--- src/rtl/mlp_seq.sv ---
// mlp_seq: address and control sequencer for a two-layer MLP inference.
// It walks the layer-1 and layer-2 weights and drives the accumulator, bias and ReLU controls.
module mlp_seq #(
    parameter int N_IN  = 784,
    parameter int N_HID = 32
) (
    input  logic        clk,
    input  logic        rst,
    input  logic        start,
    input  logic        stall,
    output logic        busy,
    output logic        done,
    output logic [31:0] ctr1,
    output logic [31:0] ctr2,
    output logic [9:0]  x_addr,
    output logic [4:0]  h_addr,
    output logic        acc1_clr,
    output logic        acc2_clr,
    output logic        acc1_en,
    output logic        acc2_en,
    output logic        acc1_bias,
    output logic        acc2_bias,
    output logic        relu_latch
);

    typedef enum logic [2:0] {
        IDLE,
        L1_RUN,
        L1_DRAIN,
        L1_ACT,
        L2_RUN,
        L2_DRAIN,
        DONE
    } state_t;

    // The bias sits one past the last weight, so it is also the terminal count
    localparam logic [31:0] LAST1 = 32'(N_IN);
    localparam logic [31:0] LAST2 = 32'(N_HID);

    state_t state;
    state_t next;
    logic   issue1;
    logic   issue2;
    logic   clr_q;
    logic   en1_q;
    logic   en2_q;
    logic   bias1_q;
    logic   bias2_q;

    // State register
    always_ff @(posedge clk) begin
        if (rst) begin
            state <= IDLE;
        end else begin
            state <= next;
        end
    end

    // Next-state logic and state-decoded outputs
    always_comb begin
        next       = state;
        busy       = 1'b1;
        done       = 1'b0;
        relu_latch = 1'b0;
        issue1     = 1'b0;
        issue2     = 1'b0;
        unique case (state)
            IDLE: begin
                busy = 1'b0;
                if (start) next = L1_RUN;
            end
            L1_RUN: begin
                issue1 = !stall;
                if (!stall && ctr1 == LAST1) next = L1_DRAIN;
            end
            L1_DRAIN: next = L1_ACT;
            L1_ACT: begin
                relu_latch = 1'b1;
                next       = L2_RUN;
            end
            L2_RUN: begin
                issue2 = !stall;
                if (!stall && ctr2 == LAST2) next = L2_DRAIN;
            end
            L2_DRAIN: next = DONE;
            DONE: begin
                done = 1'b1;
                next = IDLE;
            end
            default: next = IDLE;
        endcase
    end

    // Layer-1 address counter: advances on issue, parks at the bias address
    always_ff @(posedge clk) begin
        if (rst || state == IDLE || state == L1_ACT) begin
            ctr1 <= '0;
        end else if (issue1 && ctr1 != LAST1) begin
            ctr1 <= ctr1 + 32'd1;
        end
    end

    // Layer-2 address counter: advances on issue, parks at the bias address
    always_ff @(posedge clk) begin
        if (rst || state == IDLE || state == DONE) begin
            ctr2 <= '0;
        end else if (issue2 && ctr2 != LAST2) begin
            ctr2 <= ctr2 + 32'd1;
        end
    end

    // Enables trail the issue by one cycle to line up with the memory read
    always_ff @(posedge clk) begin
        if (rst) begin
            clr_q   <= 1'b0;
            en1_q   <= 1'b0;
            en2_q   <= 1'b0;
            bias1_q <= 1'b0;
            bias2_q <= 1'b0;
        end else begin
            clr_q   <= (state == IDLE) && start;
            en1_q   <= issue1;
            en2_q   <= issue2;
            bias1_q <= issue1 && (ctr1 == LAST1);
            bias2_q <= issue2 && (ctr2 == LAST2);
        end
    end

    assign acc1_clr  = clr_q;
    assign acc2_clr  = clr_q;
    assign acc1_en   = en1_q;
    assign acc2_en   = en2_q;
    assign acc1_bias = bias1_q;
    assign acc2_bias = bias2_q;
    assign x_addr    = ctr1[9:0];
    assign h_addr    = ctr2[4:0];

endmodule

--- config.mk ---
export PLATFORM = sky130hd
export DESIGN_NAME = mlp_seq
export DESIGN_NICKNAME = d
export VERILOG_FILES = /design/src/rtl/mlp_seq.sv
export SDC_FILE = /design/constraint.sdc
export NUM_CORES = 1
export LEC_CHECK = 0
export ABC_AREA = 1
export CAP_MARGIN = 20
export CORE_MARGIN = 3
export CORE_UTILIZATION = 57
export CTS_CLUSTER_DIAMETER = 40
export DETAILED_ROUTE_END_ITERATION = 8
export GPL_ROUTABILITY_DRIVEN = 1
export MAX_ROUTING_LAYER = met4
export PLACE_DENSITY = 0.84
export SLEW_MARGIN = 5
export SYNTH_ARGS = -nofsm -noshare
export SYNTH_HDL_FRONTEND = slang
export SYNTH_SLANG_ARGS = --single-unit
export TNS_END_PERCENT = 50
--- constraint.sdc ---
create_clock -name clk -period 3.4 [get_ports clk]
set_clock_uncertainty 0.2 [all_clocks]
set_input_delay 1.02 -clock clk [delete_from_list [all_inputs] [get_ports clk]]
set_output_delay 1.02 -clock clk [all_outputs]
set_load 0.01 [all_outputs]
==> results.md <==
* Non-filler cells in the finished layout at 1006
* Clock-pin slew of the registers on the worst-case setup and hold paths at 0.08 ns
* Post-Syn Instances at 826
* Worst-path cell with the longest stage delay: sky130_fd_sc_hd__clkdlybuf4s50_1
* Starting density of the core at 60.3%
* Quantity of gates resized following cts at 0
* Count of endpoints failing setup in the final report at 0
* Headroom to the max-slew limit at 58.7%
* Power Density at 305 nW/um^2
* Final total power at 1.79 mW
* Data required, critical path at 2.18 ns
* Root buffer cell: sky130_fd_sc_hd__clkbuf_8
* Type of the worst min-delay path: reg -> reg
* Detailed-routing iteration count for the pre-antenna-repair pass at 6
* Number of vias per cell at 5.48
* Placer congestion estimate at 0.978
* Overall die area at 9560 um^2
* Nets in the synthesized netlist at 834
* CP Class: reg -> out
* Count of H-tree levels built during CTS at 3
* Leak at 2.15 nW
* Number of buffers inserted to repair setup after CTS at 0
* Overall routing resource usage at 31.2%
* Drt total wl at 14.6 mm
* Maximum resistive drop on vdd at 0.000200 V
* Area growth, synth to finish at 22.3%
* Most common cell in the synthesized netlist: sky130_fd_sc_hd__nand2_1
* Horizontal die dimension at 97.8 um
* CP Data Arrival Time at 2.01 ns
* Leading area contributor after synthesis: sky130_fd_sc_hd__dfxtp_1
* Die Span Y at 97.8 um
* Core Area at 7970 um^2
* Number of max-cap violations at 0
* Biggest cell delay along the critical path at 0.66 ns
* Yosys warning count at 0
* # nets final at 907
* Clock sink count at 72
* Largest net degree at the start of global routing at 36
* Number of global-route vias before repair at 4978
* Remaining antenna violation count at 0
* Main flop type after synthesis: sky130_fd_sc_hd__dfxtp_1
* Mapped cell area at 4800 um^2
* Port Buffer Count at 91
* F_max at 309 MHz
* Inst Count DP at 990
* Total Neg Setup Slack at 0 ns
* Cell Area, Placed at 5640 um^2
* CP Cell Sequence: inv_1, nor3_1, clkdlybuf4s50_1
* Post-DR wirelength/cell at 14.5 um
* Min cycle time layout at 3.23 ns
* Via total after detailed routing at 5508
* Count of cell types in the netlist at 25
* Final standard cell area without fillers at 5870 um^2
* Number of antenna violations at the first check in global routing at 0
* Remaining DRCs at 0
* Top-level I/O count at 92
* Cell types with the largest area share after synthesis: sky130_fd_sc_hd__dfxtp_1 (30%), sky130_fd_sc_hd__nand2_1 (24%), sky130_fd_sc_hd__nor2_1 (9.1%)
* Deepest clock path buffer count at 2
* Share of final-layout standard cells stronger than drive strength 1 at 4.42%
* Clock tree from TritonCTS: built
* Final Max Tran Viols at 0
* Proportion of synthesized flip-flops having asynchronous set or reset at 0%
* Total global routing overflow at 0
* Avg Synthesized Cell Area at 5.82 um^2
* Number of core rows at 32
* HPWL reported at the end of detailed placement at 11.1 mm
* Number of CTS-inserted buffers at 9
* Number of enable flip-flop cells after synthesis at 0
* Sequential element share of the synthesized area at 30.0%
* Peak fanout along the critical path at 5
* Status: completed
* RSZ-0062 raised after global routing: no
* CTS Hold Bufs at 0
* Kind of end point of the critical path: primary output
* Clock insertion delay at the later pin of the skew report at 0.35 ns
* Worst setup SP type: register
* Proportion of netlist area held by the largest area contributor at 30.0%
* Initial DRC Count at 514
* Top post-synthesis cells by count: sky130_fd_sc_hd__nand2_1 (308), sky130_fd_sc_hd__nor2_1 (117), sky130_fd_sc_hd__inv_1 (84)
* Flops & latches, synth at 72
* Final period utilization at 95.1%
* Number of hold violations in the final report at 0
* Slew at the pin closest to its max-slew limit at 0.614 ns
* First-pass GRT wire length at 24.0 mm
* Diodes inserted at 0
routing by layer:
layer,track usage [%],wire length (um)
met1,45.6,6790
met2,44.3,6170
met3,4.71,1360
met4,9.58,235
met5,-,0
report_power, final:
| group | switching [mW] | total, mW | internal (mW) |
|---|---|---|---|
| Sequential | 0.00746 | 0.857 | 0.849 |
| Clock | 0.354 | 0.790 | 0.436 |
| Combinational | 0.105 | 0.147 | 0.0420 |
critical path, delay by kind of cell (launching register included):
kind / cells / cell delay (ns)
flip-flops: 1 / 0.38
AND/OR/NAND/NOR: 1 / 0.53
buffers and inverters: 2 / 0.76
area by class of cell:
class,count,area [um^2]
clock inverter,6,92.6
fill,673,2090
clock buffer,10,138
multi-input combinational,629,2780
timing repair buffer,96,948
inverter,91,342
tap,102,128
sequential,72,1440
through the flow:
stage / hold slack, ns / utilization (%) / setup WS [ns]
finish: 0.295 / 73.7 / 0.168
global placement: 0.281 / 70.8 / 0.687
floorplan: 0.310 / - / 1.19
detailed placement: 0.288 / 70.8 / 0.612
global route: 0.331 / 73.7 / 0.136
CTS: 0.300 / 73.7 / 0.223
cell usage in the layout, fill, tap and decap left out, drive strengths merged:
master / n
nor2: 124
clkinv: 2
nand3b: 4
ha: 4
bufinv: 2
nand2: 312
inv: 91
dfxtp: 72
nor3: 39
nand4: 10
and3: 1
nand3: 39
clkinvlp: 2
buf: 5
a21oi: 60
o21ai: 15
xor2: 19
clkbuf: 10
xnor2: 2
clkdlybuf4s50: 91
kinds of logic (layout without fill, tap and decap cells):
| logic type | count (synthesis) | after routing | share of synthesized area, % |
|---|---|---|---|
| DFF | 72 | 72 | 30.0 |
| and+or+nand+nor | 529 | 529 | 45.0 |
| AOI/OAI and AO/OA | 75 | 75 | 8.05 |
| buffers and inverters | 125 | 203 | 12.0 |
| adders and majority gates | 4 | 4 | 1.04 |
| xor gates and xnor gates | 21 | 21 | 3.83 |
registers in the layout, summed over array words and instances (netlist names):
signal / flops
ctr1: 32
acc2_en: 1
ctr2: 32
acc1_bias: 1
state: 3
acc1_en: 1
acc2_bias: 1
acc1_clr: 1
final timing paths:
path | depth (start not counted) | startpoint | end | slack [ns]
setup reg to reg | 10 | ctr1[0]$_SDFFE_PP0P_ | ctr1[5]$_SDFFE_PP0P_ | 1.11
hold reg to reg | 2 | ctr2[20]$_SDFFE_PP0P_ | ctr2[20]$_SDFFE_PP0P_ | 0.29
setup / recovery | 3 | state[1]$_SDFFE_PP0P_ | relu_latch | 0.17
hold / removal | 2 | ctr2[20]$_SDFFE_PP0P_ | ctr2[20]$_SDFFE_PP0P_ | 0.29
Note: power is estimated with default switching activity, not from simulation.
